--- src/rtl/prince_enc_scheduler.sv ---
// ============================================================================
// Module      : prince_enc_scheduler
// Description : Valid/ready job sequencer for the masked PRINCE core: load
//               pulse, PRNG enable, done capture, result hold, run watchdog.
// Revision    : 1.0 - initial release
// ============================================================================
`default_nettype none

module prince_enc_scheduler #(
    parameter int LOAD_CYCLES = 1,
    parameter int TIMEOUT     = 100,
    parameter int CNT_W       = 8
) (
    input  logic             clk,
    input  logic             reset,
    input  logic             in_valid,
    output logic             in_ready,
    output logic             core_start,
    input  logic             core_done,
    output logic             prng_en,
    output logic             capture_en,
    output logic             out_valid,
    input  logic             out_ready,
    output logic             busy,
    output logic             error,
    input  logic             clear_error,
    output logic [CNT_W-1:0] cycle_count
);

    localparam int LOAD_W = (LOAD_CYCLES > 1) ? $clog2(LOAD_CYCLES) : 1;
    localparam logic [LOAD_W-1:0] LOAD_LAST = LOAD_W'(LOAD_CYCLES - 1);
    localparam logic [CNT_W-1:0]  TIMEOUT_V = CNT_W'(TIMEOUT);
    localparam logic [CNT_W-1:0]  CNT_MAX   = {CNT_W{1'b1}};

    typedef enum logic [1:0] {
        IDLE = 2'd0,
        LOAD = 2'd1,
        RUN  = 2'd2,
        HOLD = 2'd3
    } state_t;

    state_t            state;
    state_t            nextState;
    logic [LOAD_W-1:0] loadCnt;
    logic              acceptJob;
    logic              timeoutHit;
    logic              countEn;

    // Next-state and output decode; capture_en and in_ready(HOLD) are the
    // only input-dependent outputs.
    always_comb begin
        nextState  = state;
        in_ready   = 1'b0;
        core_start = 1'b0;
        prng_en    = 1'b0;
        capture_en = 1'b0;
        out_valid  = 1'b0;
        busy       = 1'b0;
        acceptJob  = 1'b0;
        timeoutHit = 1'b0;
        countEn    = 1'b0;
        unique case (state)
            IDLE: begin
                in_ready = 1'b1;
                if (in_valid) begin
                    acceptJob = 1'b1;
                    nextState = LOAD;
                end
            end
            LOAD: begin
                core_start = 1'b1;
                prng_en    = 1'b1;
                busy       = 1'b1;
                countEn    = 1'b1;
                if (loadCnt == LOAD_LAST) begin
                    nextState = RUN;
                end
            end
            RUN: begin
                prng_en = 1'b1;
                busy    = 1'b1;
                countEn = 1'b1;
                // done wins over the watchdog on the boundary cycle
                if (core_done) begin
                    capture_en = 1'b1;
                    nextState  = HOLD;
                end else if (cycle_count == TIMEOUT_V) begin
                    timeoutHit = 1'b1;
                    nextState  = IDLE;
                end
            end
            HOLD: begin
                out_valid = 1'b1;
                in_ready  = out_ready;
                if (out_ready) begin
                    if (in_valid) begin
                        acceptJob = 1'b1;
                        nextState = LOAD;
                    end else begin
                        nextState = IDLE;
                    end
                end
            end
            default: nextState = IDLE;
        endcase
    end

    always_ff @(posedge clk or posedge reset) begin
        if (reset) begin
            state <= IDLE;
        end else begin
            state <= nextState;
        end
    end

    always_ff @(posedge clk or posedge reset) begin
        if (reset) begin
            loadCnt <= '0;
        end else if (acceptJob) begin
            loadCnt <= '0;
        end else if (state == LOAD && loadCnt != LOAD_LAST) begin
            loadCnt <= loadCnt + 1'b1;
        end
    end

    // Counts LOAD+RUN edges of the current job; saturates rather than wraps.
    always_ff @(posedge clk or posedge reset) begin
        if (reset) begin
            cycle_count <= '0;
        end else if (acceptJob) begin
            cycle_count <= '0;
        end else if (countEn && cycle_count != CNT_MAX) begin
            cycle_count <= cycle_count + 1'b1;
        end
    end

    always_ff @(posedge clk or posedge reset) begin
        if (reset) begin
            error <= 1'b0;
        end else if (timeoutHit) begin
            error <= 1'b1;
        end else if (clear_error) begin
            error <= 1'b0;
        end
    end

endmodule

`default_nettype wire
--- config.mk ---
export PLATFORM = sky130hd
export DESIGN_NAME = prince_enc_scheduler
export DESIGN_NICKNAME = d
export VERILOG_FILES = /design/src/rtl/prince_enc_scheduler.sv
export SDC_FILE = /design/constraint.sdc
export NUM_CORES = 1
export LEC_CHECK = 0
export CAP_MARGIN = 20
export CORE_ASPECT_RATIO = 0.8
export CORE_MARGIN = 2
export CORE_UTILIZATION = 24
export CTS_CLUSTER_DIAMETER = 100
export DETAILED_ROUTE_END_ITERATION = 16
export GPL_TIMING_DRIVEN = 0
export PLACE_DENSITY = 0.47
export SYNTH_ARGS = -nofsm -noshare
export SYNTH_HDL_FRONTEND = slang
export SYNTH_SLANG_ARGS = --single-unit
--- constraint.sdc ---
create_clock -name clk -period 2.2 [get_ports clk]
set_clock_uncertainty 0.15 [all_clocks]
set_input_delay 0.33 -clock clk [delete_from_list [all_inputs] [get_ports clk]]
set_output_delay 0.33 -clock clk [all_outputs]
set_load 0.01 [all_outputs]
==> reports/results.tsv <==
metric	value	unit
Critical Path AT	1590	ps
Placer Congestion	0.715	
Rel. slew slack	64.8	%
critical path class	reg2out	
P_sw	0.000637	W
cells after synthesis	79	
crit-path max FO	4	
post-synthesis instance area	752	µm²
H-tree levels	1	
post-synthesis net count	92	
via/cell ratio	4.61	
Required @ worst endpoint	1720	ps
max-slew violations	0	
TritonCTS clock tree	yes	
Max Freq	0.483	GHz
Clk pwr share	15.2	%
Comb power frac	58.4	%
Total Wirelength	1690	µm
final number of hold-violating endpoints	0	
FF/Latch Area	300	µm²
Startpoint Class	flop	
Layout Nets	119	
clk root buf	clkbuf_8	
Fin Setup TNS	0	ps
post-route design area	0.00109	mm²
die height	54.1	µm
# IOs	21	
Setup-failing EPs final	0	
sequential cell area fraction in the yosys report	39.9	%
worst hold margin	257	ps
DRC viols	0	
RSZ-0062 raised after global routing	no	
max-cap viol count	0	
initial antenna violation count	0	
number of DRC markers in iteration 0	36	
Worst Hold Class	in2async	
Worst-path clk slew	60	ps
worst r2r path cells	7	
Max VDD drop	0.816	mV
first-pass GRT wire length	2750	µm
fillers	311	
Hold-fix buffers, CTS	0	
Area Growth Syn to Fin	44.4	%
utilization after layout	35.7	%
LEAKAGE	0.493	nW
P_int	0.000966	W
switch share	39.7	%
Least-Margin Pin Slew	525	ps
Power Total	0.00160	W
Num CTS Buffers	3	
Synth Register Bits	12	
number of global-route vias before repair	605	
remaining global-route overflow	0	
Clock Latency Late Sink	240	ps
Antenna Nets Post-Route	0	
Die Wd	66.6	µm
CTS Buffer Depth	2	
CP Capture Type	primary output	
PwrDens	1480	mW/mm²
routed len/inst	11.6	µm
drt first pass iters	4	
Reg power frac	26.4	%
status	completed	
Yosys cell types	31	
Die ar.	0.00360	mm²
gr usage total	10.3	%
ratio of cells with drive above 1 in the final layout	15.2	%
routed via count	668	
Multi-input gate area	407	µm²
IO Port Bufs	20	
Starting Density	24.7	%
Clock Sinks	12	
dpl hpwl	1270	µm
largest net degree at the start of global routing	13	
Warnings, synthesis	0	
Avg Cell Area, Syn	9.52	µm²
final worst path period need	2070	ps
row cnt	18	
# diodes	0	
fin crit share	94.1	%
CORE AREA	0.00304	mm²
placed cell area	0.00100	mm²
cells in the final DEF (no fill, tap or decap), types with 2 or more instances in the layout:
cell             Yosys  final
a211oi_1             3      3
clkbuf_8             0      4
a31oi_1              3      3
nand4_1              3      3
nand3_1              4      4
clkdlybuf4s50_1      0     18
nor2_1               5      5
and2_1               2      2
nor3_2               2      2
nand2_1              2      2
a21oi_1              5      5
buf_4                1      3
dfrtp_1             12     12
inv_1               12     10
ha_1                 7      6
inv_2                0      2
routing by layer:
layer | up-vias | track usage [%] | wire [µm]
li1 | 334 | - | -
met1 | 309 | 13.6 | 852
met2 | 20 | 15.0 | 714
met3 | 5 | 3.97 | 93
met4 | 0 | 4.08 | 25
met5 | - | 0 | 0
timing repair:
action | CTS | global route
gates resized for setup | 4 | 1
setup endpoints to repair | 3 | 1
buffers inserted | 2 | 0
through the flow:
step,instances,worst slack (ps)
2_1_floorplan,79,272
3_3_place_gp,139,-6.82
3_5_place_dp,139,-29.2
4_1_cts,145,86.8
5_1_grt,145,19.1
6_report,145,130
logic make-up (layout without fill, tap and decap cells):
group	Yosys count	count (layout)	share of synthesized area, %
flops	12	12	39.9
fa+ha+maj	7	7	11.6
simple gates	26	26	21.8
buf+inv	14	40	7.65
xor+xnor	1	1	1.16
mux	1	1	1.33
compound gates	18	18	16.5
worst max-delay path, cell delays in order, from the launching register on:
cell	delay (ps)
dfrtp_1	370
inv_2	70
ha_4	290
buf_4	100
clkdlybuf4s50_1	520
sequential cells by signal, indices dropped and copies added (netlist names):
register / count
cycle_count: 8
error: 1
loadCnt: 1
state: 2
layout make-up:
class	instances	share of cell area, %
Sequential cell	12	27.6
Timing Repair Buffer	22	19.9
Buffer	2	1.15
Inverter	12	4.15
Multi-Input combinational cell	53	37.4
Clock buffer	4	5.07
Tap cell	40	4.61
cell usage after synthesis:
| cell type | number | area, µm² |
|---|---|---|
| ha_1 | 7 | 87.6 |
| nor3b_1 | 1 | 7.51 |
| and4_4 | 1 | 11.3 |
| nand2b_1 | 1 | 6.26 |
| o22ai_1 | 1 | 6.26 |
| a211oi_1 | 3 | 22.5 |
| buf_4 | 1 | 7.51 |
| nand3_1 | 4 | 20.0 |
| a222oi_1 | 1 | 10.0 |
| nand4_1 | 3 | 18.8 |
| nor3_2 | 2 | 20.0 |
| nor4b_2 | 1 | 15.0 |
| and3_1 | 1 | 6.26 |
| nand2_1 | 2 | 7.51 |
| a21o_1 | 1 | 7.51 |
| dfrtp_1 | 12 | 300 |
| a32o_1 | 1 | 10.0 |
| o21ai_1 | 1 | 5.00 |
| or2b_1 | 1 | 7.51 |
| a31o_2 | 1 | 8.76 |
| or4_1 | 1 | 7.51 |
| a31oi_1 | 3 | 18.8 |
| nor3_1 | 1 | 5.00 |
| a41o_1 | 1 | 10.0 |
| mux2i_1 | 1 | 10.0 |
| xnor2_1 | 1 | 8.76 |
| a21oi_1 | 5 | 25.0 |
| and2_1 | 2 | 12.5 |
| nor2_1 | 5 | 18.8 |
| inv_1 | 12 | 45.0 |
| buf_2 | 1 | 5.00 |
power by group through the flow:
stage                     Clock, W  Sequential [W]  Combinational [W]
after floorplan                  0        0.000436           0.000490
after global placement           0        0.000437           0.000869
after detailed placement         0        0.000437           0.000872
after CTS                 0.000249        0.000420           0.000951
after global routing      0.000263        0.000437            0.00104
final                     0.000244        0.000423           0.000936
path summary, 6_finish.rpt:
kind                                      startpoint                         end  slack, ps
worst max register to register  state[1]$_DFFE_PP0P_  cycle_count[6]$_DFFE_PP0P_        350
min in group clk                   error$_DFFE_PP0P_           error$_DFFE_PP0P_        390
worst max-delay path            state[1]$_DFFE_PP0P_                     prng_en        130
max in group asynchronous                      reset         loadCnt$_DFFE_PP0P_       1310
worst min register to register     error$_DFFE_PP0P_           error$_DFFE_PP0P_        390
worst min-delay path                           reset        state[1]$_DFFE_PP0P_        260
(Power assumes the default switching activity.)
